[src/rtl/cc_frame_uart_tx.sv]
// Frame serialiser: streams frame_len words from a sync-read buffer onto tx as UART characters.
// First start bit 2 cycles after start acceptance; abort stops the frame at the next character boundary.
module cc_frame_uart_tx #(
    parameter int ADDR_W       = 12,
    parameter int DATA_W       = 8,
    parameter int CLKS_PER_BIT = 49,
    parameter int STOP_BITS    = 1,
    parameter int PARITY       = 0,
    parameter int GAP_CLKS     = 0
) (
    input  logic              clock,
    input  logic              reset,
    input  logic              start,
    input  logic              abort,
    input  logic [ADDR_W:0]   frame_len,
    output logic [ADDR_W-1:0] rdaddress,
    input  logic [DATA_W-1:0] data,
    output logic              tx,
    output logic              busy,
    output logic              done,
    output logic [ADDR_W:0]   byte_count
);
    localparam int STOP_CLKS = STOP_BITS * CLKS_PER_BIT;
    localparam int GAP_LAST  = (GAP_CLKS > 0) ? GAP_CLKS - 1 : 0;
    localparam int CNT_MAX   = (STOP_CLKS > GAP_CLKS) ? STOP_CLKS : GAP_CLKS;
    localparam int CNT_W     = $clog2(CNT_MAX + 1);
    localparam int BIT_W     = $clog2(DATA_W);

    typedef enum logic [3:0] {
        S_IDLE, S_FETCH, S_LOAD, S_START, S_DATA, S_PAR, S_STOP, S_GAP, S_DONE
    } state_t;

    state_t            state, state_nxt;
    logic [CNT_W-1:0]  cnt, cnt_nxt;
    logic [BIT_W-1:0]  bit_idx, bit_idx_nxt;
    logic [DATA_W-1:0] shreg, shreg_nxt;
    logic              par_bit, par_bit_nxt;
    logic [ADDR_W:0]   len_q, len_nxt;
    logic              abort_pend, abort_pend_nxt;
    logic              tx_nxt, busy_nxt, done_nxt;
    logic [ADDR_W-1:0] rdaddress_nxt;
    logic [ADDR_W:0]   byte_count_nxt, byte_inc;
    logic              bit_end;

    assign bit_end = (cnt == CNT_W'(CLKS_PER_BIT - 1));

    always_ff @(posedge clock or posedge reset) begin
        if (reset) begin
            state      <= S_IDLE;
            cnt        <= '0;
            bit_idx    <= '0;
            shreg      <= '0;
            par_bit    <= 1'b0;
            len_q      <= '0;
            abort_pend <= 1'b0;
            tx         <= 1'b1;
            busy       <= 1'b0;
            done       <= 1'b0;
            rdaddress  <= '0;
            byte_count <= '0;
        end else begin
            state      <= state_nxt;
            cnt        <= cnt_nxt;
            bit_idx    <= bit_idx_nxt;
            shreg      <= shreg_nxt;
            par_bit    <= par_bit_nxt;
            len_q      <= len_nxt;
            abort_pend <= abort_pend_nxt;
            tx         <= tx_nxt;
            busy       <= busy_nxt;
            done       <= done_nxt;
            rdaddress  <= rdaddress_nxt;
            byte_count <= byte_count_nxt;
        end
    end

    always_comb begin
        state_nxt      = state;
        cnt_nxt        = cnt + CNT_W'(1);
        bit_idx_nxt    = bit_idx;
        shreg_nxt      = shreg;
        par_bit_nxt    = par_bit;
        len_nxt        = len_q;
        tx_nxt         = tx;
        busy_nxt       = busy;
        done_nxt       = 1'b0;
        rdaddress_nxt  = rdaddress;
        byte_count_nxt = byte_count;
        abort_pend_nxt = abort_pend | (abort && (state != S_IDLE));
        byte_inc       = byte_count + (ADDR_W + 1)'(1);

        case (state)
            S_IDLE: begin
                tx_nxt  = 1'b1;
                cnt_nxt = '0;
                if (start) begin
                    len_nxt        = frame_len;
                    byte_count_nxt = '0;
                    rdaddress_nxt  = '0;
                    busy_nxt       = 1'b1;
                    state_nxt      = (frame_len == '0) ? S_DONE : S_FETCH;
                end
            end
            S_FETCH: state_nxt = S_LOAD;
            S_LOAD: begin
                shreg_nxt     = data;
                par_bit_nxt   = (PARITY == 1) ? ~(^data) : ^data;
                rdaddress_nxt = rdaddress + ADDR_W'(1);
                tx_nxt        = 1'b0;
                cnt_nxt       = '0;
                state_nxt     = S_START;
            end
            S_START: begin
                if (bit_end) begin
                    cnt_nxt     = '0;
                    tx_nxt      = shreg[0];
                    shreg_nxt   = shreg >> 1;
                    bit_idx_nxt = '0;
                    state_nxt   = S_DATA;
                end
            end
            S_DATA: begin
                if (bit_end) begin
                    cnt_nxt = '0;
                    if (bit_idx == BIT_W'(DATA_W - 1)) begin
                        if (PARITY != 0) begin
                            tx_nxt    = par_bit;
                            state_nxt = S_PAR;
                        end else begin
                            tx_nxt    = 1'b1;
                            state_nxt = S_STOP;
                        end
                    end else begin
                        tx_nxt      = shreg[0];
                        shreg_nxt   = shreg >> 1;
                        bit_idx_nxt = bit_idx + BIT_W'(1);
                    end
                end
            end
            S_PAR: begin
                if (bit_end) begin
                    cnt_nxt   = '0;
                    tx_nxt    = 1'b1;
                    state_nxt = S_STOP;
                end
            end
            S_STOP: begin
                // Character boundary: the only place a frame may end early.
                if (cnt == CNT_W'(STOP_CLKS - 1)) begin
                    cnt_nxt        = '0;
                    byte_count_nxt = byte_inc;
                    if (byte_inc == len_q || abort_pend || abort)
                        state_nxt = S_DONE;
                    else if (GAP_CLKS > 0)
                        state_nxt = S_GAP;
                    else
                        state_nxt = S_FETCH;
                end
            end
            S_GAP: begin
                if (cnt == CNT_W'(GAP_LAST)) begin
                    cnt_nxt   = '0;
                    state_nxt = S_FETCH;
                end
            end
            S_DONE: begin
                done_nxt       = 1'b1;
                busy_nxt       = 1'b0;
                tx_nxt         = 1'b1;
                abort_pend_nxt = 1'b0;
                state_nxt      = S_IDLE;
            end
            default: state_nxt = S_IDLE;
        endcase
    end
endmodule

[config.mk]
export PLATFORM = sky130hd
export DESIGN_NAME = cc_frame_uart_tx
export DESIGN_NICKNAME = d
export VERILOG_FILES = /design/src/rtl/cc_frame_uart_tx.sv
export SDC_FILE = /design/constraint.sdc
export NUM_CORES = 1
export LEC_CHECK = 0
export ABC_AREA = 1
export CAP_MARGIN = 15
export CORE_MARGIN = 1
export CORE_UTILIZATION = 34
export CTS_CLUSTER_SIZE = 20
export DETAILED_ROUTE_END_ITERATION = 16
export PLACE_DENSITY = 0.6
export SLEW_MARGIN = 20
export SYNTH_ARGS = -nofsm -noshare
export SYNTH_HDL_FRONTEND = slang
export SYNTH_SLANG_ARGS = --single-unit
[constraint.sdc]
create_clock -name clock -period 2.1 [get_ports clock]
set_input_delay 0.21 -clock clock [delete_from_list [all_inputs] [get_ports clock]]
set_output_delay 0.21 -clock clock [all_outputs]
set_load 0.1 [all_outputs]
==> reports/qor.tcl <==
set qor(detailed_route_wire_length_mm) 8.17
set qor(yosysWarningCount) 0
set qor(tritoncts_clock_tree) {built}
set qor(number_of_enable_type_register_cells_in_the_synthesized_netlist) 0
set qor(worst-setup-path-type) {flop to flop}
set qor(slew_viol_final) 0
set qor(synthesis.area_per_instance_um2) 7.71
set qor(die-width_um) 103
set qor(finalClockSkew_ns) 0.0118
set qor(postLayoutCoreUtil) 0.442
set qor(drt-pass1-iter-count) 4
set qor(coreArea_um2) 9860
set qor(synth_top_area_frac) 0.444
set qor(ffs_w_async_s_r_synth) 1.00
set qor(drv.max_cap_violation_count) 0
set qor(clock_transition_time_at_the_flip_flop_clock_pins_of_the_worst_setup_and_hold_paths_ns) 0.07
set qor(data_arrival_time_of_the_critical_path_ns) 2.11
set qor(grt_setup_unrepaired) {false}
set qor(worst_path_max_delay_cell) {sky130_fd_sc_hd__dfrtp_1}
set qor(period_share) 0.909
set qor(grt_antenna_before_repair) 0
set qor(critPathMaxStageDelay_ns) 0.42
set qor(run_status) {finished clean}
set qor(cts_htree_levels) 3
set qor(post_synth_num_cell_types) 44
set qor(dp_hpwl_mm) 6.11
set qor(total_switching_power_w) 0.000541
set qor(root_buffer) {sky130_fd_sc_hd__clkbuf_8}
set qor(area_growth_syn_to_layout_pct) 24.8
set qor(insertedDiodeCount) 0
set qor(timing.slew.headroom) 0.724
set qor(wl_per_cell_um) 12.4
set qor(drc_errors) 0
set qor(power.sequential.fraction) 0.542
set qor(tightest_slew_ns) 0.410
set qor(dpl.cell_count) 640
set qor(synth.largest_area_cell) {sky130_fd_sc_hd__dfrtp_1}
set qor(power.leakage_nw) 2.03
set qor(postSynthRegisterBits) 63
set qor(drtAntennaViolNets) 0
set qor(grtUsageTotal) 0.174
set qor(share_comb_of_total_power) 0.051
set qor(critical_path_required_ns) 2.30
set qor(critical_path.startpoint_type) {flop}
set qor(worstSkewPairLatency_ns) 0.35
set qor(synth_area_um2) 3490
set qor(grt_pass1_vias) 3089
set qor(dieHeight_um) 103
set qor(synth_common_cells) {123 x sky130_fd_sc_hd__nand2_1, 62 x sky130_fd_sc_hd__dfrtp_1, 62 x sky130_fd_sc_hd__inv_1, 40 x sky130_fd_sc_hd__nor2_1, 36 x sky130_fd_sc_hd__o21ai_0}
set qor(final_design_area_no_fill_um2) 4360
set qor(syn_inst) 453
set qor(synthMostInstantiatedCell) {sky130_fd_sc_hd__nand2_1}
set qor(port_buffers) 52
set qor(power.internal_w) 0.00174
set qor(detailroute.via_count) 3114
set qor(grt_pass1_wl_mm) 14.1
set qor(area_after_detailed_placement_um2) 4170
set qor(initial_core_util) 0.354
set qor(finalWorstPathRequiredPeriod_ns) 1.91
set qor(die_area_um2) 10700
set qor(layout-drive-gt1-share) 0.187
set qor(mappedNetlistNets) 484
set qor(worst_hold_path_type) {input pin to asynchronous set/reset pin}
set qor(sw_share) 0.237
set qor(setup_viol) 0
set qor(cellPowerDensity_nw_per_um2) 523
set qor(hold_viol_final) 0
set qor(share_clk_of_total_power) 0.408
set qor(n_fill_cell) 990
set qor(cts.sink_count) 63
set qor(routed_via_density) 4.74
set qor(nets) 550
set qor(critical_path.max_fanout) 11
set qor(crit_path_cell_trace) {inv_2 -> nor2_2 -> inv_2 -> nor2_1 -> inv_1 -> nor2_2 -> nor2_1 -> inv_1 -> o22ai_1}
set qor(numCtsBuffers) 9
set qor(grt-ovfl-total) 0
set qor(timing.critical_path.to_type) {flop}
set qor(drt_iter0_drc) 130
set qor(max-vdd-ir-drop_v) 0.000217
set qor(fin_cells) 657
set qor(synth_top_cells_by_area) {sky130_fd_sc_hd__dfrtp_1 44%, sky130_fd_sc_hd__nand2_1 13%, sky130_fd_sc_hd__inv_1 6.7%}
set qor(floorplan.rows) 36
set qor(ys_seq_area_frac) 0.451
set qor(weighted_congestion_at_the_end_of_routability_driven_global_placement) 0.851
set qor(grt_max_degree) 52
set qor(setup_tns_ns) 0
set qor(yosys_most_used_dff) {sky130_fd_sc_hd__dfrtp_1}
set qor(cts_max_path_buffers) 2
set qor(post_cts_hold_buffer_count) 0
set qor(maxClockFrequency_ghz) 0.524
set qor(floorplan.io_pins) 53
cells by family (layout without fill, tap and decap cells):
family | count (synthesis) | after routing | synth area share
compound gates | 71 | 71 | 0.124
flops | 63 | 63 | 0.451
simple gates | 230 | 230 | 0.300
xor+xnor | 3 | 3 | 0.00752
buf+inv | 78 | 149 | 0.0899
fa+ha+maj | 6 | 6 | 0.0215
mux | 2 | 2 | 0.00573
path summary, 6_finish.rpt:
check                                   start            end  slack [ns]  cells past startpoint
worst min-delay path                    reset  byte_count[9]        0.13                      2
worst max register to register       state[1]  byte_count[8]        0.19                      9
worst max-delay path                 state[1]  byte_count[8]        0.19                      9
worst min register to register  rdaddress[11]  rdaddress[11]        0.49                      1
min in group clock               frame_len[0]       len_q[0]        0.43                      3
max in group asynchronous               reset             tx        1.35                      3
flip-flops by register name (all words and copies together), names as in the netlist:
register and flops:
busy 1, byte_count 13, tx 1, bit_idx 3, cnt 6, shreg 8
rdaddress 12, abort_pend 1, len_q 13, done 1, state 4
through the flow:
step	hold WS [ns]	worst slack (ns)	total power, W
global route	0.158	0.00887	0.00239
global placement	0.475	0.238	0.00138
CTS	0.119	0.203	0.00232
finish	0.126	0.192	0.00228
detailed placement	0.480	0.226	0.00138
floorplan	0.327	-0.00625	0.00130
per-layer routing:
metal	GRT usage	up-vias	wire length (um)
li1	-	1608	-
met1	0.215	1424	3780
met2	0.287	70	3820
met3	0.0470	12	435
met4	0.0726	0	131
met5	0	-	0
area by class of cell:
type	instances	area, um2	area share
sequential	63	1600	0.366
tap	133	166	0.0382
inverter	72	273	0.0626
clock inverter	4	22.5	0.00516
clock buffer	12	145	0.0333
multi-input combinational	312	1630	0.373
timing repair buffer	61	531	0.122
power by group through the flow:
| stage | sequential, W | clock, W | combinational, W |
|---|---|---|---|
| CTS | 0.00124 | 0.000967 | 0.000119 |
| detailed placement | 0.00126 | 0 | 0.000118 |
| floorplan | 0.00126 | 0 | 0.0000474 |
| finish | 0.00124 | 0.000931 | 0.000115 |
| global placement | 0.00126 | 0 | 0.000119 |
| global route | 0.00124 | 0.00102 | 0.000132 |
critical path, delay by kind of cell (launching register included):
family	cells	cell delay (ns)
DFF	1	0.42
AOI/OAI and AO/OA	1	0.15
buffers and inverters	4	0.56
and+or+nand+nor	4	0.64
repair_timing:
item | CTS | global route
setup endpoints to repair | 0 | 2
setup buffers | 0 | 1
resized for setup | 0 | 4
cell usage in the layout, fill, tap and decap left out, types with 3 or more instances in the layout:
master	synthesis	final
sky130_fd_sc_hd__clkinv_2	0	3
sky130_fd_sc_hd__dfrtp_2	0	14
sky130_fd_sc_hd__nand2_1	123	123
sky130_fd_sc_hd__buf_4	2	36
sky130_fd_sc_hd__clkbuf_8	0	10
sky130_fd_sc_hd__nor3_2	4	4
sky130_fd_sc_hd__nand4_1	6	6
sky130_fd_sc_hd__nor2_2	6	5
sky130_fd_sc_hd__o21ai_0	36	35
sky130_fd_sc_hd__ha_1	6	5
sky130_fd_sc_hd__inv_1	62	61
sky130_fd_sc_hd__nand3b_1	5	5
sky130_fd_sc_hd__nor2_1	40	39
sky130_fd_sc_hd__nand3_1	33	33
sky130_fd_sc_hd__o21ai_1	2	3
sky130_fd_sc_hd__o211ai_1	7	7
sky130_fd_sc_hd__clkdlybuf4s50_1	0	24
sky130_fd_sc_hd__nor3_1	3	3
sky130_fd_sc_hd__o22ai_1	8	8
sky130_fd_sc_hd__nor2_4	2	4
sky130_fd_sc_hd__a21oi_1	5	5
sky130_fd_sc_hd__inv_2	9	10
sky130_fd_sc_hd__dfrtp_1	62	48
Power figures use the tool's default switching activity.
==> edit (same settings) <==
The parameter `PARITY` goes from 0 to 1.
--- a/src/rtl/cc_frame_uart_tx.sv
+++ b/src/rtl/cc_frame_uart_tx.sv
@@ -5,7 +5,7 @@
     parameter int DATA_W       = 8,
     parameter int CLKS_PER_BIT = 49,
     parameter int STOP_BITS    = 1,
-    parameter int PARITY       = 0,
+    parameter int PARITY       = 1,
     parameter int GAP_CLKS     = 0
 ) (
     input  logic              clock,
Behaviour: same outputs for any inputs over 10 cycles, from zero or initial values and one cycle with reset high; that may be too few to reach the edited logic, so the function may still have changed.
==> edit against the original RTL <==
  * Area after synthesis rose by 4.3%
  * Sequential cell count rose by 1
  * Maximum frequency rose by 2.8%
  * Cell count rose by 4.0%
  * Wire length rose by 5.6%
  * Setup slack improved by 0.051 ns
  * Cell area rose by 5.3%
  * Critical path type unchanged
Power is not compared: it rests on default switching activity, and its combinational part moved more than twofold at a synthesized area within 25%.
==> edit: results (changes against the original RTL) <==
wl_per_cell_um: 12.6  # was 12.4 um
yosysUniqueCellTypes: 43  # was 44
ys_seq_area_frac: 0.440  # was 0.451
r2r_slack_ns: 0.24  # was 0.19 ns
outcome: "finished, final reports clean"  # unchanged
fill_cells: 1045  # was 990
clk_latency_ns: 0.35  # about the same
synth.most_common_cell: "nand2_1"  # unchanged
drive_gt1_frac: 0.208  # was 0.187
postLayoutCellArea_um2: 4590  # was 4360 um2
async_reset_ff_frac: 1.00  # unchanged
grt_max_degree: 29  # was 52
final.setup_skew_ns: 0.0117  # was 0.0118 ns
syn_nets: 503  # was 484
track_usage: 0.166  # was 0.174
grt_pass1_vias: 3205  # was 3089
worstReg2RegStart: "byte_count[0]$_DFFE_PP0P_"  # was state[1]$_DFFE_PP0P_
hold_ws_ns: 0.163  # was 0.126 ns
drtPass1Iterations: 5  # was 4
hpwlAfterDp_mm: 6.49  # was 6.11 mm
drt_iter0_markers: 116  # was 130
place_area_um2: 4350  # was 4170 um2
dp_slack_ns: 0.176  # was 0.226 ns
reg2reg_to: "state[0]$_DFFE_PP0P_"  # was byte_count[8]$_DFFE_PP0P_
finalHoldViolCount: 0  # unchanged
finalCritPeriodShare: 0.884  # was 0.909
clk_pin_slew_ns: 0.08
slew_headroom: 0.701  # was 0.724
vias: 3255  # was 3114
nNetsFinal: 573  # was 550
slowest_stage: "dfrtp_2"  # was dfrtp_1
crit_path_max_incr_delay_ns: 0.43
grt_pass1_wl_mm: 14.5  # was 14.1 mm
ys_warn_count: 0  # unchanged
ff2ff_path_depth: 15  # was 9
synth.area.top_cells: "dfrtp_1 (43%), nand2_1 (13%), inv_1 (5.5%), nand3_1 (4.9%), nor2_1 (4.5%)"  # was dfrtp_1 (44%), nand2_1 (13%), inv_1 (6.7%), o21ai_0 (5.2%), nand3_1 (4.7%)
gp_congestion: 0.817  # was 0.851
yosys-top-cells-count: "nand2_1 (125), dfrtp_1 (63), inv_1 (53), nor2_1 (44), nand3_1 (36)"  # was nand2_1 (123), dfrtp_1 (62), inv_1 (62), nor2_1 (40), o21ai_0 (36)
edit: repair_timing:
action | CTS | global route
setup buffers | 0 | 2
setup endpoints to repair | 0 | 2
resized for setup | 0 | 2
edit: cells by family after synthesis:
| kind of cell | Yosys count | synth area share |
|---|---|---|
| simple gates | 239 | 0.300 |
| buf+inv | 81 | 0.0900 |
| compound gates | 70 | 0.120 |
| flops | 64 | 0.440 |
| xor+xnor | 11 | 0.0264 |
| fa+ha+maj | 6 | 0.0206 |
| mux | 1 | 0.00275 |
edit: power by group:
group          leakage (nW)  internal [mW]  switching, mW
logic                  1.22          0.838           1.77
clock network         0.113          0.678          0.492
registers             0.817           1.60          0.256
edit: cell type report:
cell class / instances / area share
clock buffers: 14 / 0.0398
clock inverters: 2 / 0.00763
inverters: 72 / 0.0589
multi-input cells: 327 / 0.378
flip-flops and latches: 64 / 0.352
well taps: 136 / 0.0371
repair buffers: 68 / 0.127
edit: stage by stage:
stage | std cells | setup TNS [ns]
after floorplan | 472 | -0.00605
after global routing | 683 | -0.00920
after detailed placement | 665 | 0
after global placement | 665 | 0
final | 683 | 0
after CTS | 681 | 0
edit: metal layers:
metal  part of all wire  track usage  routed length (um)  vias to the layer above
met5                  0            0                   0                        -
met4              0.012       0.0605                 105                        0
met3              0.054       0.0396                 465                       13
met2               0.49        0.281                4200                       77
met1               0.45        0.205                3860                     1498
li1                   -            -                   -                     1667
edit: worst min-delay path by stage:
stage	from	to
CTS	reset	rdaddress[6]$_DFFE_PP0P_
floorplan	frame_len[12]	len_q[12]$_DFFE_PP0P_
global route	reset	rdaddress[7]$_DFFE_PP0P_
finish	reset	rdaddress[7]$_DFFE_PP0P_
global placement	tx$_DFFE_PP1P_	tx$_DFFE_PP1P_
detailed placement	tx$_DFFE_PP1P_	tx$_DFFE_PP1P_
